## config.mk

```make
export PLATFORM = sky130hd
export DESIGN_NAME = keypad_scan_controller
export DESIGN_NICKNAME = d
export VERILOG_FILES = /design/src/rtl/keypad_pkg.sv /design/src/rtl/keypad_scan_controller_sync_2ff.sv /design/src/rtl/keypad_scan_controller.sv
export SDC_FILE = /design/constraint.sdc
export NUM_CORES = 1
export LEC_CHECK = 0
export ABC_AREA = 1
export CAP_MARGIN = 20
export CORE_MARGIN = 2
export CORE_UTILIZATION = 50
export CTS_BUF_LIST = sky130_fd_sc_hd__clkbuf_8 sky130_fd_sc_hd__clkbuf_16
export CTS_CLUSTER_SIZE = 14
export DETAILED_ROUTE_END_ITERATION = 10
export GPL_TIMING_DRIVEN = 1
export PLACE_DENSITY = 0.7
export SYNTH_ARGS = -nofsm -noshare
export SYNTH_HDL_FRONTEND = slang
export SYNTH_HIERARCHICAL = 1
export SYNTH_SLANG_ARGS = --single-unit
```

## constraint.sdc

```tcl
create_clock -name clk -period 2.3 [get_ports clk]
set_input_delay 0.46 -clock clk [delete_from_list [all_inputs] [get_ports clk]]
set_output_delay 0.46 -clock clk [all_outputs]
set_load 0.01 [all_outputs]
```

## src/rtl/keypad_pkg.sv

```systemverilog
// Shared types and constants for the 4x4 keypad scan controller.
package keypad_pkg;

  localparam int NUM_ROWS = 4;
  localparam int NUM_COLS = 4;

  // Key code layout: {row_onehot[3:0], col_onehot[3:0]}, active-high.
  typedef logic [7:0] key_code_t;

  localparam key_code_t NO_KEY = 8'h00;

  typedef enum logic [1:0] {
    SCAN     = 2'd0,
    DEBOUNCE = 2'd1,
    HELD     = 2'd2,
    RELEASE  = 2'd3
  } state_t;

  // True when exactly one bit of a column pattern is set.
  function automatic logic is_onehot4(input logic [3:0] v);
    return (v != 4'b0000) && ((v & (v - 4'b0001)) == 4'b0000);
  endfunction

endpackage

```

## src/rtl/keypad_scan_controller_sync_2ff.sv

```systemverilog
// Two-flop synchronizer for asynchronous inputs; resets to all ones so
// pulled-up column lines read as idle while in reset.
module sync_2ff #(
  parameter int W = 4
) (
  input  logic         i_clk,
  input  logic         i_rst_n,
  input  logic [W-1:0] i_d,
  output logic [W-1:0] o_q
);

  logic [W-1:0] r_meta;
  logic [W-1:0] r_sync;

  // Shift the raw input through two flops to resolve metastability.
  always_ff @(posedge i_clk or negedge i_rst_n) begin
    if (!i_rst_n) begin
      r_meta <= '1;
      r_sync <= '1;
    end else begin
      r_meta <= i_d;
      r_sync <= r_meta;
    end
  end

  assign o_q = r_sync;

endmodule

```

## src/rtl/keypad_scan_controller.sv

```systemverilog
// Keypad scan controller: drives one row low at a time, freezes on a single
// pressed column, debounces press and release, and keeps a two-deep history.
// key_valid is a one-cycle strobe with no back-pressure: downstream must take
// most_recent_key/second_most_recent_key in the cycle key_valid is high or
// any later cycle before the next strobe.
module keypad_scan_controller
  import keypad_pkg::*;
#(
  parameter int SCAN_DWELL      = 24000,
  parameter int DEBOUNCE_CYCLES = 480000
) (
  input  logic      clk,
  input  logic      reset,
  input  logic [3:0] keypad_column,
  output logic [3:0] keypad_row,
  output logic      key_valid,
  output key_code_t most_recent_key,
  output key_code_t second_most_recent_key,
  output state_t    o_dbg_state
);

  localparam int DW = $clog2(SCAN_DWELL + 1);
  localparam int CW = $clog2(DEBOUNCE_CYCLES + 1);
  localparam logic [DW-1:0] DWELL_LAST = DW'(SCAN_DWELL - 1);
  localparam logic [CW-1:0] DEB_LAST   = CW'(DEBOUNCE_CYCLES - 1);
  localparam logic [CW-1:0] DEB_FULL   = CW'(DEBOUNCE_CYCLES);

  logic [3:0]    w_col_s;
  logic [3:0]    w_pressed;
  logic          w_cap_down;
  logic          w_match;
  logic [CW-1:0] w_cnt_inc;

  state_t        r_state,  w_state_nx;
  logic [1:0]    r_idx,    w_idx_nx;
  logic [DW-1:0] r_dwell,  w_dwell_nx;
  logic [CW-1:0] r_cnt,    w_cnt_nx;
  key_code_t     r_cap,    w_cap_nx;
  key_code_t     r_mr,     w_mr_nx;
  key_code_t     r_smr,    w_smr_nx;
  logic          r_valid,  w_valid_nx;
  logic [3:0]    r_row;
  logic          w_advance;

  sync_2ff #(.W(4)) u_col_sync (
    .i_clk   (clk),
    .i_rst_n (reset),
    .i_d     (keypad_column),
    .o_q     (w_col_s)
  );

  assign w_pressed  = ~w_col_s;
  assign w_match    = (w_pressed == r_cap[3:0]);
  assign w_cap_down = |(w_pressed & r_cap[3:0]);
  // Saturating increment so the counter can never wrap.
  assign w_cnt_inc  = (r_cnt == DEB_FULL) ? r_cnt : r_cnt + 1'b1;

  // Next-state, counter and history decisions for the scan/debounce FSM.
  always_comb begin
    w_state_nx = r_state;
    w_idx_nx   = r_idx;
    w_dwell_nx = r_dwell;
    w_cnt_nx   = r_cnt;
    w_cap_nx   = r_cap;
    w_mr_nx    = r_mr;
    w_smr_nx   = r_smr;
    w_valid_nx = 1'b0;
    w_advance  = 1'b0;
    case (r_state)
      SCAN: begin
        if (r_dwell == DWELL_LAST) begin
          w_dwell_nx = '0;
          if (is_onehot4(w_pressed)) begin
            w_cap_nx   = {4'b0001 << r_idx, w_pressed};
            w_cnt_nx   = '0;
            w_state_nx = DEBOUNCE;
          end else begin
            w_advance = 1'b1;
          end
        end else begin
          w_dwell_nx = r_dwell + 1'b1;
        end
      end
      DEBOUNCE: begin
        if (!w_match) begin
          w_state_nx = SCAN;
          w_advance  = 1'b1;
        end else begin
          w_cnt_nx = w_cnt_inc;
          if (r_cnt == DEB_LAST) begin
            w_valid_nx = 1'b1;
            w_smr_nx   = r_mr;
            w_mr_nx    = r_cap;
            w_state_nx = HELD;
          end
        end
      end
      HELD: begin
        // Only the captured column matters; extra columns are ignored.
        if (!w_cap_down) begin
          w_cnt_nx   = '0;
          w_state_nx = RELEASE;
        end
      end
      RELEASE: begin
        if (w_cap_down) begin
          w_cnt_nx   = '0;
          w_state_nx = HELD;
        end else if (r_cnt == DEB_LAST) begin
          w_state_nx = SCAN;
          w_advance  = 1'b1;
        end else begin
          w_cnt_nx = w_cnt_inc;
        end
      end
      default: begin
        w_state_nx = SCAN;
        w_advance  = 1'b1;
      end
    endcase
    if (w_advance) begin
      w_idx_nx   = r_idx + 2'd1;
      w_dwell_nx = '0;
      w_cnt_nx   = '0;
    end
  end

  // State, counters, row drive and history registers.
  always_ff @(posedge clk or negedge reset) begin
    if (!reset) begin
      r_state <= SCAN;
      r_idx   <= 2'd0;
      r_dwell <= '0;
      r_cnt   <= '0;
      r_cap   <= NO_KEY;
      r_mr    <= NO_KEY;
      r_smr   <= NO_KEY;
      r_valid <= 1'b0;
      r_row   <= 4'b1110;
    end else begin
      r_state <= w_state_nx;
      r_idx   <= w_idx_nx;
      r_dwell <= w_dwell_nx;
      r_cnt   <= w_cnt_nx;
      r_cap   <= w_cap_nx;
      r_mr    <= w_mr_nx;
      r_smr   <= w_smr_nx;
      r_valid <= w_valid_nx;
      r_row   <= ~(4'b0001 << w_idx_nx);
    end
  end

  assign keypad_row             = r_row;
  assign key_valid              = r_valid;
  assign most_recent_key        = r_mr;
  assign second_most_recent_key = r_smr;
  assign o_dbg_state            = r_state;

endmodule

```

==> summary.md, run 1 <==
| Metric | Value |
|---|---|
| Outcome | finished clean |
| Post-Route Skew | 7.825 ps |
| Share of layout cells above drive strength 1 | 0.1444 |
| Tot GR Track Use | 0.2101 |
| Worst vdd ir | 0.3904 mV |
| Post-synthesis cell area | 0.004134 mm^2 |
| Synth Flop Type | dfrtp_1 |
| I/O Buffers | 28 |
| Clock network power share | 0.442 |
| # Post-CTS Setup Buffers | 0 |
| Comb pwr share | 0.021 |
| Final HPWL DP | 6.277 mm |
| Setup TNS | 0 ps |
| Die ar. | 0.009012 mm^2 |
| Count of cell types in the netlist | 33 |
| Period utilization | 0.9164 |
| DR WL/cell | 12.81 um |
| Vias in the first global route | 3284 |
| Startpoint types | flop |
| Setup crit end kind | flop |
| DR vias | 3345 |
| Max Slew Vio Count | 0 |
| Placed Area | 0.004519 mm^2 |
| Die Ht | 94.93 um |
| Switching part of the total power | 0.2142 |
| Leak Pwr | 2.206 nW |
| Fraction of registers with async set/reset | 1.000 |
| Hold Crit Class | in2async |
| # rows | 33 |
| CTS tree | done |
| Layout Cells excl Fill | 659 |
| Antenna viol nets, final | 0 |
| Post-CTS resize count | 0 |
| Total grt overflow | 0 |
| WHS | 55.62 ps |
| Min Tclk post-route | 2108 ps |
| Critical-path maximum fanout | 12 |
| Final Power | 2.488 mW |
| Share of the yosys chip area belonging to registers | 0.4573 |
| Total Routed Length | 8.443 mm |
| Switching power | 0.5329 mW |
| CTS Hold Bufs | 0 |
| Design area | 0.004736 mm^2 |
| Fill cell count | 737 |
| Post-layout nets | 566 |
| Setup WS pre-CTS | 188.9 ps |
| Clk sinks | 75 |
| Skew-Pair Late Insertion Delay | 350 ps |
| TritonRoute pass-1 iters | 5 |
| Routability cong. | 0.8953 |
| Internal power | 1.955 mW |
| Slew HR | 0.6976 |
| Ant diodes | 0 |
| Final Hold Fails | 0 |
| Yosys warnings | 6 |
| Die W | 94.93 um |
| Worst setup path class | reg2reg |
| Num CTS Buffers | 9 |
| Clock Pin Slew Worst Setup and Hold Paths | 80 ps |
| Htree depth | 3 |
| Slew @ Worst Pin | 453.7 ps |
| Via density | 5.076 |
| Root Buffer | clkbuf_8 |
| Starting Density | 0.5082 |
| Register bit total from synthesis | 75 |
| Post-Syn Instances | 516 |
| Max Cap Viol | 0 |
| Critical Path AT | 2330 ps |
| Clk buf depth | 2 |
| Inst Count DP | 643 |
| Avg Inst Size Synth | 8.012 um^2 |
| First-pass GRT wire length | 14.87 mm |
| Critical Path RT | 2520 ps |
| Net Count, Synth | 533 |
| 1st-iter DRT viols | 163 |
| Achievable Freq | 0.4744 GHz |
| Core area | 0.008134 mm^2 |
| Layout area overhead | 14.56% |
| Setup slack after layout | 192.3 ps |
| Pwr Density | 525.3 mW/mm^2 |
| EDFF count, synth | 0 |
| Initial antenna violation count | 0 |
| Final core utilization | 0.5822 |
| Largest net degree at the start of global routing | 42 |
| Unrepaired setup endpoints after global routing | false |
| DRC viols | 0 |
| # setup viols final | 0 |
| Seq pwr share | 0.537 |
| Boundary pin count | 29 |
==> synth_stat cells, drive strengths merged, types with 3 or more instances <==
master   count  share of area
nand2      177           0.18
dfrtp       64           0.39
inv         64          0.059
nor2        50          0.065
o21ai       40          0.048
nand3       35          0.053
nand4       16          0.026
xor2        12          0.025
buf         11          0.019
dfstp       11          0.070
ha          11          0.033
a21oi        7         0.0085
nor3         4         0.0048
o2111ai      3         0.0064
o22ai        3         0.0045
or2          3         0.0045
==> final cells by class <==
class                      instances  area, um^2  share of cell area
multi-input combinational        365        1919              0.4053
sequential                        75        1891              0.3992
timing repair buffer              34       335.3             0.07081
inverter                          64       242.7             0.05126
tap                              105       131.4             0.02774
clock buffer                       9       123.9             0.02616
clock inverter                     7       92.59             0.01955
==> placed cells by master, fill, tap and decap left out, types with 2 or more instances in the layout <==
cell type and n:
clkbuf_8 9, o21ai_0 29, a21oi_1 7, nand2_1 152
nor2_4 6, o2111ai_1 3, nor3_1 4, dfstp_2 11
xor2_1 12, nor2_1 40, nand3_4 3, inv_1 61
clkinvlp_4 2, o21ai_1 11, bufinv_16 2, nor2_2 2
nand4_1 15, nor2_8 2, buf_4 6, nand2_2 24
inv_2 3, xnor2_1 2, ha_1 11, o22ai_1 3
dfrtp_1 64, clkdlybuf4s50_1 27, or2_2 3, nand3_1 31
==> worst paths after layout <==
check	from	endpoint	slack, ps	depth (start not counted)
max in group asynchronous	reset	keypad_row[1]	1610	2
setup reg to reg	u_col_sync/o_q[3]	second_most_recent_key[1]	190	9
setup / recovery	u_col_sync/o_q[3]	second_most_recent_key[1]	190	9
min in group clk	u_col_sync/r_meta[2]	u_col_sync/o_q[2]	360	0
hold / removal	reset	r_dwell[14]	60	1
hold reg to reg	u_col_sync/r_meta[2]	u_col_sync/o_q[2]	360	0
==> worst max-delay path, stage by stage (launching register included) <==
cell	delay [ps]
dfstp_2	550
inv_1	50
ha_1	280
nor2_1	100
nand2_1	120
nor2_1	130
nand3_1	290
buf_4	290
nand2_1	70
o21ai_0	90
==> cells by family (layout without fill, tap and decap cells) <==
kind of cell | count (synthesis) | in the layout | share of synthesized area
AO/OA/AOI/OAI | 54 | 54 | 0.06961
buffers and inverters | 76 | 114 | 0.07839
AND/OR/NAND/NOR | 286 | 286 | 0.3317
XOR/XNOR | 14 | 14 | 0.02966
adder cells (fa/ha/maj) | 11 | 11 | 0.03329
flip-flops | 75 | 75 | 0.4573
==> sequential cells by signal (all words and copies together), names as in the netlist <==
name / flops
r_cnt: 19
r_dwell: 15
most_recent_key: 8
r_cap: 8
second_most_recent_key: 8
keypad_row: 4
u_col_sync/o_q: 4
u_col_sync/r_meta: 4
o_dbg_state: 2
r_idx: 2
key_valid: 1
==> routing by layer <==
| metal | up-vias | GRT usage | share of wire |
|---|---|---|---|
| met3 | 17 | 0.03671 | 0.038 |
| met2 | 74 | 0.3416 | 0.48 |
| met1 | 1549 | 0.2730 | 0.47 |
| li1 | 1705 | - | - |
| met4 | 0 | 0.09783 | 0.021 |
| met5 | - | 0 | 0 |
==> power by group through the flow <==
stage | logic, mW | clock network, mW | registers, mW
after floorplan | 0.0127 | 0 | 1.36
after global placement | 0.0532 | 0 | 1.36
after detailed placement | 0.0546 | 0 | 1.36
after CTS | 0.0546 | 1.14 | 1.34
after global routing | 0.0610 | 1.19 | 1.34
final | 0.0516 | 1.10 | 1.34
(Power assumes the default switching activity.)
==> run 2, diff against run 1 <==
--- a/config.mk
+++ b/config.mk
@@ -13,7 +13,7 @@
 export CTS_CLUSTER_SIZE = 14
 export DETAILED_ROUTE_END_ITERATION = 10
 export GPL_TIMING_DRIVEN = 1
-export PLACE_DENSITY = 0.7
+export PLACE_DENSITY_LB_ADDON = 0.1
 export SYNTH_ARGS = -nofsm -noshare
 export SYNTH_HDL_FRONTEND = slang
 export SYNTH_HIERARCHICAL = 1
==> run 2 against run 1 <==
Effect of this change:
- fmax decreased by 0.49%
- core utilization decreased by 0.11 points
- non-clock buffer count increased by 1
- routed wire length decreased by 3.3%
- register-to-register slack improved by 150 ps
==> summary.md, run 2 (synthesis results as in run 1) <==
| Metric | Value |
|---|---|
| Seq pwr share | 0.555 |
| Period utilization | 0.9209 |
| # setup viols final | 0 |
| Share of layout cells above drive strength 1 | 0.1459 |
| Root Buffer | clkbuf_8 |
| Die W | 94.93 um |
| Critical Path RT | 1840 ps |
| Placed Area | 0.004527 mm^2 |
| Post-Route Skew | 11.51 ps |
| Outcome | finished clean |
| Critical-path maximum fanout | 8 |
| WHS | 23.20 ps |
| Min Tclk post-route | 2118 ps |
| Post-CTS resize count | 0 |
| Htree depth | 3 |
| Setup WS pre-CTS | 357.3 ps |
| Worst setup path class | reg2out |
| 1st-iter DRT viols | 116 |
| Total grt overflow | 0 |
| Clock network power share | 0.423 |
| CTS tree | done |
| Most frequent cells in the layout | 152 x nand2_1, 64 x dfrtp_1, 60 x inv_1 |
| Final core utilization | 0.5811 |
| Critical path cell sequence | clkdlybuf4s50_1 |
| Unrepaired setup endpoints after global routing | false |
| Routability cong. | 0.9394 |
| Switching part of the total power | 0.2290 |
| Max reg flops | 19 |
| Clock Pin Slew Worst Setup and Hold Paths | 90 ps |
| Pwr Density | 508.7 mW/mm^2 |
| Initial antenna violation count | 0 |
| Biggest register | r_cnt |
| Final Hold Fails | 0 |
| Post-layout nets | 567 |
| TritonRoute pass-1 iters | 4 |
| Setup TNS | 0 ps |
| Critical Path AT | 1660 ps |
| Die ar. | 0.009012 mm^2 |
| Fill cell count | 741 |
| Via density | 4.929 |
| Internal power | 1.854 mW |
| Boundary pin count | 29 |
| Commonest non-fill, non-tap cell in the layout | nand2_1 |
| Die Ht | 94.93 um |
| Layout area overhead | 14.35% |
| Design area | 0.004727 mm^2 |
| DR WL/cell | 12.37 um |
| Achievable Freq | 0.4721 GHz |
| Startpoint types | flop |
| Comb pwr share | 0.021 |
| Skew-Pair Late Insertion Delay | 350 ps |
| First-pass GRT wire length | 14.56 mm |
| Slew HR | 0.6557 |
| Bufs and invs on worst path | 1 |
| Slowest-stage cell, CP | dfrtp_1 |
| Tot GR Track Use | 0.2083 |
| Starting Density | 0.5082 |
| Switching power | 0.5506 mW |
| Largest registers | r_cnt: 19 flops, r_dwell: 15 flops |
| Leak Pwr | 2.193 nW |
| I/O Buffers | 28 |
| Total Routed Length | 8.163 mm |
| DR vias | 3253 |
| Setup slack after layout | 181.8 ps |
| Worst vdd ir | 0.2748 mV |
| Max Cap Viol | 0 |
| Vias in the first global route | 3222 |
| Max Slew Vio Count | 0 |
| Clk buf depth | 2 |
| Hold Crit Class | in2async |
| # rows | 33 |
| Layout Cells excl Fill | 660 |
| Final HPWL DP | 6.079 mm |
| DRC viols | 0 |
| Inst Count DP | 644 |
| Core area | 0.008134 mm^2 |
| Slew @ Worst Pin | 516.5 ps |
| Antenna viol nets, final | 0 |
| Final Power | 2.405 mW |
| Clk sinks | 75 |
| # Post-CTS Setup Buffers | 0 |
| CTS Hold Bufs | 0 |
| Largest net degree at the start of global routing | 48 |
| Setup crit end kind | output pin |
| Num CTS Buffers | 9 |
| CP delay by family, top | flip-flops |
| Ant diodes | 0 |
| CP max stage delay | 670 ps |
## run 2: cell count changes in the layout (fill, tap and decap cells not counted)
cell and change:
inv_8 +1, clkinv_1 +1, buf_4 +1, clkinv_2 -1, clkinvlp_4 +1, bufinv_16 -1, inv_1 -1
## run 2: worst paths after layout
kind	to	cells past startpoint	startpoint	slack [ps]
worst max-delay path	o_dbg_state[1]	1	o_dbg_state[1]	180
worst min-delay path	r_dwell[2]	1	reset	20
worst max register to register	o_dbg_state[1]	12	r_dwell[0]	340
worst min register to register	u_col_sync/o_q[2]	0	u_col_sync/r_meta[2]	360
max in group asynchronous	keypad_row[3]	2	reset	1640
min in group clk	u_col_sync/o_q[2]	0	u_col_sync/r_meta[2]	360
## run 2: metal layers
metal | part of all wire | GRT usage | wire [um]
met4 | 0.020 | 0.1027 | 167
met5 | 0 | 0 | 0
met1 | 0.51 | 0.2901 | 4154
met3 | 0.031 | 0.03911 | 254
met2 | 0.44 | 0.3109 | 3587
## run 2: final cells by class
class                      instances  area, um^2  share of cell area
multi-input combinational        365        1919              0.4060
sequential                        75        1891              0.3999
timing repair buffer              35       342.8             0.07253
inverter                          64       242.7             0.05135
tap                              105       131.4             0.02779
clock buffer                       9       123.9             0.02620
clock inverter                     7       76.32             0.01615
## run 2: power by group through the flow
stage               sequential (mW)  combinational (mW)  clock (mW)
floorplan                      1.36              0.0127           0
global placement               1.36              0.0534           0
detailed placement             1.36              0.0539           0
CTS                            1.34              0.0540        1.06
global route                   1.34              0.0613        1.12
finish                         1.34              0.0513        1.02
==> run 3, diff against run 2 <==
--- a/config.mk
+++ b/config.mk
@@ -5,7 +5,6 @@
 export SDC_FILE = /design/constraint.sdc
 export NUM_CORES = 1
 export LEC_CHECK = 0
-export ABC_AREA = 1
 export CAP_MARGIN = 20
 export CORE_MARGIN = 2
 export CORE_UTILIZATION = 50
==> run 3 against run 2 <==
Effect of this change:
- clock-buffer cell count unchanged
- flip-flop and latch count is the same
- die area decreased by 6.2%
- non-clock buffer count up 27
- critical path depth up 6
- clock skew is 1.2 ps lower
- combinational power grew 40%
- register-to-register slack worse by 310 ps
- clock power is 20% higher
- critical endpoint is now second_most_recent_key[3]
- largest cell class unchanged
==> summary.md, run 3 <==
| Metric | Value |
|---|---|
| DR vias | 2952 |
| Layout area overhead | 25.19% |
| Clk buf depth | 2 |
| Commonest cells in the netlist | 64 x dfrtp_1, 29 x nand2_1, 23 x mux2_2, 23 x nor2_1, 17 x o21ai_0 |
| Worst vdd ir | 0.3011 mV |
| Vias in the first global route | 2895 |
| EDFF count, synth | 0 |
| Num CTS Buffers | 9 |
| Min Tclk post-route | 2265 ps |
| Initial antenna violation count | 0 |
| First-pass GRT wire length | 13.70 mm |
| Largest net degree at the start of global routing | 40 |
| Total grt overflow | 0 |
| Die W | 91.92 um |
| Multi-input logic area | 0.001924 mm^2 |
| Bufs and invs on worst path | 2 |
| Post-Syn Instances | 353 |
| Placed Area | 0.004446 mm^2 |
| Via density | 5.655 |
| Count of cell types in the netlist | 65 |
| CTS tree | done |
| DRC viols | 0 |
| Slowest-stage cell, CP | or4_4 |
| Post-Route Skew | 10.33 ps |
| Antenna viol nets, final | 0 |
| Unrepaired setup endpoints after global routing | true |
| Pwr Density | 543.8 mW/mm^2 |
| Worst R2R Setup Slack | 30 ps |
| Register area | 0.001891 mm^2 |
| Setup crit end kind | flop |
| CP max stage delay | 570 ps |
| Slew HR | 0.6345 |
| Final HPWL DP | 5.619 mm |
| Final Power | 2.631 mW |
| Total Routed Length | 8.187 mm |
| Hold Crit Class | in2async |
| Most numerous cell in the Yosys netlist | dfrtp_1 |
| Clk sinks | 75 |
| Biggest register | r_cnt |
| Die Ht | 91.92 um |
| Fraction of registers with async set/reset | 1.000 |
| Largest area contributor in the netlist | dfrtp_1 |
| Max reg flops | 19 |
| Max Cap Viol | 0 |
| Critical-path maximum fanout | 8 |
| Avg Inst Size Synth | 10.95 um^2 |
| Tot GR Track Use | 0.2041 |
| Clock Pin Slew Worst Setup and Hold Paths | 80 ps |
| Final Hold Fails | 0 |
| Register bit total from synthesis | 75 |
| Worst setup path class | reg2reg |
| Share of the yosys chip area belonging to registers | 0.4892 |
| I/O Buffers | 28 |
| Htree depth | 3 |
| Synth area leaders | dfrtp_1 41%, dfstp_2 7.5%, mux2_2 6.7% |
| Slew @ Worst Pin | 543.3 ps |
| Reg2reg end | second_most_recent_key[3] |
| Ant diodes | 0 |
| WHS | 69.74 ps |
| CP delay by family, top | simple AND/OR/NAND/NOR gates |
| Routability cong. | 0.8357 |
| Share of layout cells above drive strength 1 | 0.2929 |
| # rows | 32 |
| 1st-iter DRT viols | 137 |
| Largest registers | r_cnt: 19 flops, r_dwell: 15 flops |
| Design area | 0.004838 mm^2 |
| Post-layout nets | 432 |
| Die ar. | 0.008449 mm^2 |
| Period utilization | 0.9849 |
| Starting Density | 0.5081 |
| Outcome | finished clean |
| CTS Hold Bufs | 0 |
| DR WL/cell | 15.68 um |
| Fill cell count | 602 |
| Leak Pwr | 2.207 nW |
| Critical Path AT | 2500 ps |
| CP startpoint | u_col_sync/o_q[2] |
| TritonRoute pass-1 iters | 4 |
| Most frequent cells in the layout | 64 x dfrtp_1, 29 x nand2_1, 29 x buf_4 |
| Net Count, Synth | 370 |
| Post-synthesis cell area | 0.003865 mm^2 |
| Boundary pin count | 29 |
| # setup viols final | 0 |
| Worst Reg2Reg Path Length in Cells | 7 |
| Achievable Freq | 0.4415 GHz |
| Worst r2r src | u_col_sync/o_q[2] |
| Core area | 0.007607 mm^2 |
| Synth Flop Type | dfrtp_1 |
| Final core utilization | 0.6360 |
| Root Buffer | clkbuf_8 |
| Startpoint types | flop |
| Skew-Pair Late Insertion Delay | 350 ps |
| Commonest non-fill, non-tap cell in the layout | dfrtp_1 |
| Max Slew Vio Count | 0 |
| Top-area cell type share of the netlist area | 0.4144 |
| Critical Path RT | 2540 ps |
| Yosys warnings | 6 |
| Critical path cell sequence | inv_2 > ha_4 > or4_4 > nor2_4 > nand4_4 > clkbuf_16 > mux2_2 |
run 3: changes by cell type after synthesis, moves of 7 or more:
cell	change
xor2_1	-7
nand2_1	-123
nand2_2	-24
o21ai_1	-11
inv_1	-46
a22o_1	+9
mux2_2	+23
nor2_1	-17
o21ai_0	-12
a31oi_1	+12
nand3_1	-16
and3_1	+9
run 3: layout make-up:
class	instances	share of cell area
multi-input cells	253	0.3977
flip-flops and latches	75	0.3907
repair buffers	62	0.1249
well taps	102	0.02638
clock buffers	9	0.02560
clock inverters	7	0.02379
inverters	14	0.01086
run 3: repair_timing:
| action | CTS | global route |
|---|---|---|
| gates cloned | 0 | 1 |
| pin swaps | 6 | 10 |
| gates resized for setup | 5 | 13 |
| endpoints found under the setup margin | 43 | 44 |
| setup buffers | 2 | 2 |
run 3: cell families after synthesis:
| family | after synthesis | share of synthesized area |
|---|---|---|
| multiplexers | 28 | 0.08126 |
| AO/OA/AOI/OAI | 74 | 0.1386 |
| AND/OR/NAND/NOR | 132 | 0.1968 |
| adder cells (fa/ha/maj) | 11 | 0.03561 |
| buffers and inverters | 25 | 0.04046 |
| flip-flops | 75 | 0.4892 |
| XOR/XNOR | 8 | 0.01813 |
run 3: layer usage:
metal  vias up  wire length, um  track usage
met5         -                0            0
met4         0               98      0.09453
met3         8              292      0.03287
met2        54             3759       0.3100
met1      1458             4036       0.2879
li1       1432                -            -
run 3: worst max path at each step:
| stage | slack [ps] | end | cells past startpoint |
|---|---|---|---|
| final | 30 | second_most_recent_key[3] | 7 |
| after global routing | -30 | most_recent_key[3] | 7 |
| after CTS | -4 | r_cnt[17] | 7 |
| after detailed placement | -170 | r_cnt[17] | 7 |
| after global placement | -110 | r_cnt[14] | 7 |
| after floorplan | 10 | most_recent_key[0] | 7 |
run 3: report_power, final:
part | internal, mW | switching (mW)
clock | 0.719 | 0.506
combinational | 0.0277 | 0.0440
sequential | 1.33 | 0.00379
total | 2.08 | 0.554
run 3: worst reg2reg max path, stage by stage (launching register included):
cell,delay [ps]
dfstp_2,550
inv_2,50
ha_4,220
or4_4,570
nor2_4,170
nand4_4,140
clkbuf_16,210
mux2_2,260
run 3: metrics by stage:
step	instances	TNS, ps	worst slack, ps
2_1_floorplan	353	0	9.823
3_3_place_gp	500	-546.5	-109.0
3_5_place_dp	501	-2259	-174.7
4_1_cts	519	-6.386	-4.010
5_1_grt	522	-307.2	-32.93
6_report	522	0	34.75
